`src/rtl/pc_seq_pkg.sv`:
```
// pc_seq_pkg: shared types for the program-counter sequencer
// Holds the FSM state enum, the branch-condition select codes and the next-PC source enum.
package pc_seq_pkg;
  typedef enum logic [1:0] {IDLE, RUN, DONE} state_t;
  typedef enum logic [2:0] {RET, CALL, JUMP, BRANCH, SEQ} src_t;
  localparam logic [1:0] FS_ZERO  = 2'b00;
  localparam logic [1:0] FS_NZERO = 2'b01;
  localparam logic [1:0] FS_PARI  = 2'b10;
  localparam logic [1:0] FS_SC    = 2'b11;
endpackage

```
`src/rtl/pc_sequencer_ret_stack.sv`:
```
// ret_stack: LIFO of return addresses, SD entries of D bits
// Ports: clk, reset (async active-low), clr (sync empty), push/din, pop, top (newest entry), full, empty.
module ret_stack #(
  parameter int SD = 4,
  parameter int D = 12
) (
  input  logic         clk,
  input  logic         reset,
  input  logic         clr,
  input  logic         push,
  input  logic         pop,
  input  logic [D-1:0] din,
  output logic [D-1:0] top,
  output logic         full,
  output logic         empty
);
  localparam int CW = $clog2(SD + 1);
  logic [CW-1:0] cnt;
  logic [D-1:0] mem [2**CW];
  assign full = cnt == CW'(SD);
  assign empty = cnt == '0;
  assign top = mem[cnt - 1'b1];
  always_ff @(posedge clk or negedge reset)
    if (!reset) cnt <= '0;
    else cnt <= clr ? '0 : (push && !full) ? cnt + 1'b1 : (pop && !empty) ? cnt - 1'b1 : cnt;
  always_ff @(posedge clk)
    if (push && !full) mem[cnt] <= din;
endmodule

```
`src/rtl/pc_sequencer.sv`:
```
// pc_sequencer: program-counter sequencer with target table, return stack and IDLE/RUN/DONE FSM
// Ports: clk, reset (async active-low); req, stall; jump_en/branch_en/call_en/ret_en strobes;
// flag_sel with zero/pari/sc flags; lut_idx (table read); lut_we/lut_wr_idx/lut_wr_addr (table write);
// prog_ctr, fetch_valid, busy, done, stack_err (sticky).
module pc_sequencer
  import pc_seq_pkg::*;
#(
  parameter int D = 12,
  parameter int LW = 6,
  parameter int SD = 4,
  parameter logic [D-1:0] DONE_ADDR = D'(128)
) (
  input  logic          clk,
  input  logic          reset,
  input  logic          req,
  input  logic          stall,
  input  logic          jump_en,
  input  logic          branch_en,
  input  logic          call_en,
  input  logic          ret_en,
  input  logic [1:0]    flag_sel,
  input  logic          zero,
  input  logic          pari,
  input  logic          sc,
  input  logic [LW-1:0] lut_idx,
  input  logic          lut_we,
  input  logic [LW-1:0] lut_wr_idx,
  input  logic [D-1:0]  lut_wr_addr,
  output logic [D-1:0]  prog_ctr,
  output logic          fetch_valid,
  output logic          busy,
  output logic          done,
  output logic          stack_err
);
  state_t state;
  src_t src;
  logic [D-1:0] lut [2**LW];
  logic [D-1:0] pc1, target, next_pc, top;
  logic flag, step, full, empty, push, pop, err, clr;
  always_comb begin
    flag = 1'b0;
    case (flag_sel)
      FS_ZERO:  flag = zero;
      FS_NZERO: flag = !zero;
      FS_PARI:  flag = pari;
      FS_SC:    flag = sc;
    endcase
  end
  assign src = ret_en ? RET : call_en ? CALL : jump_en ? JUMP : (branch_en && flag) ? BRANCH : SEQ;
  assign step = busy && !stall && prog_ctr != DONE_ADDR;
  assign fetch_valid = step;
  assign pc1 = prog_ctr + 1'b1;
  assign target = lut[lut_idx];
  // an empty-stack return falls through to the next sequential address
  assign next_pc = src == RET ? (empty ? pc1 : top) : src == SEQ ? pc1 : target;
  assign push = step && src == CALL && !full;
  assign pop = step && src == RET && !empty;
  assign err = step && ((src == CALL && full) || (src == RET && empty));
  assign clr = done && !req;
  ret_stack #(.SD(SD), .D(D)) u_stack (
    .clk(clk), .reset(reset), .clr(clr), .push(push), .pop(pop),
    .din(pc1), .top(top), .full(full), .empty(empty)
  );
  // table writes are accepted in every state; reads see the pre-write value
  always_ff @(posedge clk or negedge reset)
    if (!reset) lut <= '{default: '0};
    else if (lut_we) lut[lut_wr_idx] <= lut_wr_addr;
  always_ff @(posedge clk or negedge reset)
    if (!reset) begin
      state <= IDLE;
      busy <= 1'b0;
      done <= 1'b0;
      prog_ctr <= '0;
      stack_err <= 1'b0;
    end else begin
      unique case (state)
        IDLE: if (req) begin
          state <= RUN;
          busy <= 1'b1;
          stack_err <= 1'b0;
        end
        RUN: if (prog_ctr == DONE_ADDR) begin
          state <= DONE;
          busy <= 1'b0;
          done <= 1'b1;
        end else if (step) begin
          prog_ctr <= next_pc;
          if (err) stack_err <= 1'b1;
        end
        DONE: if (!req) begin
          state <= IDLE;
          done <= 1'b0;
          prog_ctr <= '0;
        end
        default: state <= IDLE;
      endcase
    end
endmodule

```
`config.mk`:
```
export PLATFORM = sky130hd
export DESIGN_NAME = pc_sequencer
export DESIGN_NICKNAME = d
export VERILOG_FILES = /design/src/rtl/pc_seq_pkg.sv /design/src/rtl/pc_sequencer_ret_stack.sv /design/src/rtl/pc_sequencer.sv
export SDC_FILE = /design/constraint.sdc
export NUM_CORES = 1
export LEC_CHECK = 0
export CAP_MARGIN = 20
export CELL_PAD_IN_SITES_DETAIL_PLACEMENT = 0
export CELL_PAD_IN_SITES_GLOBAL_PLACEMENT = 1
export CORE_AREA = 2 2 278 280
export CTS_CLUSTER_SIZE = 28
export DETAILED_ROUTE_END_ITERATION = 10
export DIE_AREA = 0 0 280 282
export GPL_TIMING_DRIVEN = 0
export PLACE_DENSITY_LB_ADDON = 0.1
export SETUP_SLACK_MARGIN = 0.15
export SLEW_MARGIN = 20
export SYNTH_ARGS = -nofsm -noshare
export SYNTH_HDL_FRONTEND = slang
export SYNTH_SLANG_ARGS = --single-unit
```
`constraint.sdc`:
```
create_clock -name clk -period 3.7 [get_ports clk]
set_input_delay 0.37 -clock clk [delete_from_list [all_inputs] [get_ports clk]]
set_output_delay 0.37 -clock clk [all_outputs]
set_load 0.01 [all_outputs]
```
# == After elaboration in Yosys (flattened, before gate mapping) ==
# Memory sizes are Yosys's and may differ from the RTL's.
# Index checks and enable logic that the tools add are counted.
# word_totals
out_inout_bits,16
memories,1
ff_bits,788
mem_bits_rw,96
mem_bits_ro,0
latchBits,0
# op_classes
n_bitwise,2
addsub,3
n_reduce_logical,32
eq_ne,16
order_cmp,3
shift,0
div_mod_pow,0
n_mul,0
muxes,38
# mem_list
name,words,width,read_ports,rd_ports_with_merged_regs,write_ports,line,source
u_stack.mem,8,12,1,0,1,pc_sequencer_ret_stack.sv:19,logic [D-1:0] mem [2**CW];
# op_table
op,n
bitwise mux 768 bit,1
two-way mux 12 bit,9
binary-select mux 12 bit (select 6 bit),1
demux 12 bit (select 6 bit),1
one-hot mux 12 bit (2 select lines),1
two-way mux 3 bit,7
greater-or-equal comparator 7 bit (second input constant),2
logical AND 1 bit,14
NOT 6 -> 7 bit,2
adder 12 x 1 -> 12 bit (second input constant),1
== test 12 x 8 -> 1 bit (second input constant),1
!= test 12 x 8 -> 1 bit (second input constant),1
!= test 2 bit (second input constant),6
two-way mux 1 bit,10
AND reduction 3 bit,3
< comparator 7 x 1 -> 1 bit (second input constant),1
== test 2 bit (second input constant),3
== test 3 bit (second input constant),2
zero test 3 bit,2
two-way mux 2 bit,3
one-hot mux 1 bit (2 select lines),3
one-hot mux 2 bit (3 select lines),1
zero test 1 bit,5
AND reduction 5 bit,1
other kinds (10),13

# == Logic depth before layout (Yosys ltp) ==
# depth
ltp_word,15
ltp_mapped,11
mapped_depth_nobuf,8

# == Hierarchy ==
# A second synthesis with hierarchy kept.
# hier_totals
cells_unflattened,2664
hier_area_um2,40730.3
# modules_own_cells
module,area_per_inst_um2,cells_each,instances
pc_sequencer,36782.8,2482,1
ret_stack,3947.5,182,1

# == Worst setup path before layout ==
# OpenSTA, ideal clock, no wires.
# synth_timing
path_kind,register to register
startpoint,register u_stack.cnt[0]
endpoint,"memory u_stack.mem[2][0], enable pin"
required_time_ns,3.304
arrival_ns,2.777
path_stages_with_launch,10
synth_period_minus_slack_ns,3.173
path_slack_ns,0.527
cell_sequence,dfrtp_1 -> buf_2 -> buf_2 -> inv_1 -> ha_1 -> a21boi_0 -> nand2_1 -> inv_1 -> nand2_1 -> nor3_1
# synth_between
elab_chain_len,6
# synth_rtl
item,line,source
start: declaration,pc_sequencer_ret_stack.sv:18,logic [CW-1:0] cnt;
start signal: assignment,pc_sequencer_ret_stack.sv:25,else cnt <= clr ? '0 : (push && !full) ? cnt + 1'b1 : (pop && !empty) ? cnt - 1'b1 : cnt;
== test 3 bit,pc_sequencer_ret_stack.sv:20,assign full = cnt == CW'(SD);
zero test 1 bit,"pc_sequencer_ret_stack.sv:27, pc_sequencer.sv:56",
logical AND 1 bit,pc_sequencer.sv:56,assign push = step && src == CALL && !full;
logical AND 1 bit,pc_sequencer_ret_stack.sv:27,if (push && !full) mem[cnt] <= din;
two-way mux 1 bit,pc_sequencer_ret_stack.sv:27,
two-way mux 1 bit (implied by the code),pc_sequencer_ret_stack.sv:27,
end: declaration,pc_sequencer_ret_stack.sv:19,
# Several ways; a longest one is shown, not always the timed one.

# == Worst setup path in the final report ==
# layout_timing
startpoint,input port lut_idx[2]
endpoint,register prog_ctr[11]
# layout_between
elab_chain_len,9
# layout_rtl
item,line,source
start: declaration,pc_sequencer.sv:25,"input logic [LW-1:0] lut_idx,"
NOT 6 -> 7 bit (implied by the code),pc_sequencer.sv:53,assign target = lut[lut_idx];
binary-select mux 12 bit (select 6 bit),pc_sequencer.sv:53,
two-way mux 12 bit (implied by the code) (2 in series),pc_sequencer.sv:53,
two-way mux 12 bit (2 in series),pc_sequencer.sv:55,assign next_pc = src == RET ? (empty ? pc1 : top) : src == SEQ ? pc1 : target;
two-way mux 12 bit,pc_sequencer.sv:86,end else if (step) begin
two-way mux 12 bit,pc_sequencer.sv:82,RUN: if (prog_ctr == DONE_ADDR) begin
one-hot mux 12 bit (2 select lines),pc_sequencer.sv:76,unique case (state)
end signal: assignment,pc_sequencer.sv:87,prog_ctr <= next_pc;
end: declaration,pc_sequencer.sv:29,"output logic [D-1:0] prog_ctr,"
# No other way between the ends. The select of a mux whose other input is x is not followed.
# A chain may end at the register's enable or synchronous reset.

==> impl_metrics.csv <==
group,metric,value,unit
run_status,run_status,"completed",
floorplanning,rows,101,
floorplanning,core,75700,sq um
synthesis,yosysSeqAreaShare,0.557,
setup_path,worstPathCellList,"clkdlybuf4s50_1, buf_2, nor2_1, clkbuf_1, a22oi_1, nand3_1, o21ai_0, nor3_1, o31ai_1",
cells_and_area,stdcell_area,45600,sq um
cells_and_area,final_util,0.603,
placement,dpl.hpwl,83400,microns
cts,clock_latency,0.67,ns
cells_and_area,num-fill-cells,5883,
routing,drc_errors,0,
placement,placed_cells,3798,
synthesis,yosysWarnings,0,
synthesis,syn_area_per_cell,14.6,sq um
placement,io_buffer_count,38,
cts,h-tree-depth,3,
sta,relSlewSlack,0.188,
cts,cts_tree,"built",
sta,timing_hold_violations_final,0,
cts,cts.sinks,884,
flow_run,drv_cap,0,
sta,worst_pin_slew,1.22,ns
synthesis,synth_cell_types,54,
cts,clk_pin_slew,0.06,ns
placement,place_ws,-0.460,ns
worst_hold_path,worst_hold_path_type,"input pin to register",
setup_path,critPathArrivalTime,3.98,ns
synthesis,syn_nets,2817,
grt,antenna_found_initial,5,
routing,ant_nets,0,
sta,rsz0062_at_grt,"no",
setup_path,required,4.22,ns
synthesis,synthFlopType,"dfrtp_1",
floorplanning,ios,54,
synthesis,syn-instance-count,2771,
setup_path,crit_path_max_fanout,10,
grt,met1_usage,0.424,
sta,finalSetupViolations,0,
synthesis,async_flop_share,0.891,
cells_and_area,final_cell_count_no_fill,3970,
grt,met2_usage,0.485,
setup_path,path_buf_inv,3,
synthesis,synth_edf_count,96,
cells_and_area,finalNetCount,2964,
grt,grt_max_degree,103,
cts,cts_max_path_buffers,3,
setup_path,cp-start-kind,"input pin",
grt,grt_use_total,0.310,
floorplanning,dieArea,79000,sq um
grt,met3_usage,0.0864,
cts,numCtsBuffers,93,
placement,place_area,42500,sq um
cts,root_buffer,"clkbuf_16",
routing,viasPerCell,6.28,
synthesis,synth_seq_cells,884,
floorplanning,start_util,0.536,
setup_path,crit_family,"buffers and inverters",
setup_path,slowest_delay,0.70,ns
power,ir_drop,369,uV
routing,dr.pass1.iters,7,
setup_path,end_kind,"register",
power,power_leakage,20.8,nW
grt,grt_pass1_vias,26200,
routing,drt_iter0_markers,2136,
routing,wirelength,120000,microns
sta,drv_slew,0,
sta,setup_ws,0.236,ns
routing,vias,24900,
power,power.density,573,nW/um^2
sta,fin_crit,3.46,ns
sta,fin_crit_sh,0.936,
placement,gp_congestion,0.854,
setup_path,critPathSlowestCell,"clkbuf_1",
cells_and_area,drive_gt1_frac,0.391,
floorplanning,die_h,282,microns
synthesis,synth_area,40600,sq um
setup_path,crit_type,"input pin to register",
grt,grt_pass1_wl,176000,microns
sta,skew,0.0194,ns
grt,top_usage_layer,"met2",
sta,max_freq,0.289,GHz
cells_and_area,area_delta_synth_final,12.4,%
grt,grt_overflow,0,
routing,wl_per_cell,30.3,microns
floorplanning,dieWidth,280,microns
[cell usage after synthesis (8+ instances only)]
library cell | instances | area (sq um)
a21oi_1 | 15 | 75.1
a22oi_1 | 104 | 781
buf_1 | 13 | 48.8
buf_2 | 69 | 345
buf_6 | 21 | 236
clkbuf_1 | 129 | 484
dfrtp_1 | 788 | 19700
edfxtp_1 | 96 | 2880
ha_1 | 8 | 100
inv_1 | 16 | 60.1
mux2_2 | 769 | 8660
mux2i_1 | 250 | 2500
mux4_2 | 113 | 2540
nand2_1 | 75 | 282
nand3_1 | 53 | 265
nor2_1 | 73 | 274
nor2b_1 | 10 | 62.6
nor3_1 | 25 | 125
o21ai_0 | 23 | 115
o22ai_1 | 27 | 169
[path summary, 6_finish.rpt]
path                                                  from                  endpoint  slack [ns]  cells past startpoint
worst max-delay path                            lut_idx[2]  prog_ctr[11]$_DFFE_PN0P_        0.24                      9
worst min-delay path                                   req      state[0]$_DFFE_PN0P_        0.13                      3
worst max register to register  u_stack.cnt[0]$_DFFE_PN0P_  prog_ctr[11]$_DFFE_PN0P_        0.44                     11
worst min register to register        lut[150]$_DFFE_PN0P_      lut[150]$_DFFE_PN0P_        0.50                      1
max in group asynchronous                            reset      lut[201]$_DFFE_PN0P_        1.91                      5
min in group asynchronous                            reset      lut[452]$_DFFE_PN0P_        0.19                      2
[state kept, by name, summed over array words and instances (netlist names)]
register / flops
state: 2
u_stack.mem: 96
stack_err: 1
prog_ctr: 12
lut: 768
done: 1
u_stack.cnt: 3
busy: 1
[area by class of cell]
cell class	count	area, sq um	area share
Multi-Input combinational cell	1625	16700	0.366
Buffer	246	1300	0.0285
Timing Repair Buffer	52	698	0.0153
Inverter	16	60.1	0.00132
Antenna cell	1	2.50	0.0000548
Tap cell	978	1220	0.0268
Clock inverter	24	308	0.00675
Sequential cell	884	22600	0.495
Clock buffer	144	2740	0.0600
[cell usage in the layout (no fill, tap or decap), types with 53 or more instances in the layout]
cell type / n
a22oi_1: 104
buf_2: 70
clkbuf_1: 153
clkbuf_16: 93
dfrtp_1: 788
edfxtp_1: 96
mux2_2: 769
mux2i_1: 250
mux4_2: 113
nand2_1: 75
nand3_1: 53
nor2_1: 67
[cells by family after synthesis]
| family | count (synthesis) | synth area share |
|---|---|---|
| multiplexers | 1132 | 0.338 |
| flip-flops | 884 | 0.557 |
| AND/OR/NAND/NOR | 269 | 0.0307 |
| buffers and inverters | 262 | 0.0332 |
| AO/OA/AOI/OAI | 203 | 0.0361 |
| XOR/XNOR | 13 | 0.00281 |
| adder cells (fa/ha/maj) | 8 | 0.00247 |
[tightest hold or removal path, delay by kind of cell]
family / cells / cell delay (ns)
buf+inv: 1 / 0.17
compound gates: 2 / 0.22
[through the flow]
step	TNS (ns)	power (mW)	hold slack (ns)
floorplan	0	15.2	0.0744
global placement	-	16.7	0.481
detailed placement	-2.70	16.9	0.268
CTS	0	26.3	0.113
global route	0	27.2	0.193
finish	0	26.2	0.133
[what timing repair did]
action                                  CTS  global route
gates resized for setup                   1            14
endpoints found under the setup margin   32            93
setup buffers                             0             2
pin swaps                                 0             2
hold endpoints to repair                165             0
hold buffers                              1             0
[power breakdown]
part	switching [mW]	internal [mW]
logic	2.53	2.29
registers	0.737	11.2
clock network	3.91	5.45
[layer usage]
| layer | vias to the layer above | wire [microns] |
|---|---|---|
| met5 | - | 27 |
| met4 | 4 | 3560 |
| met3 | 197 | 9390 |
| met2 | 799 | 55500 |
| met1 | 13400 | 51700 |
| li1 | 10500 | - |
(Power assumes the default switching activity.)
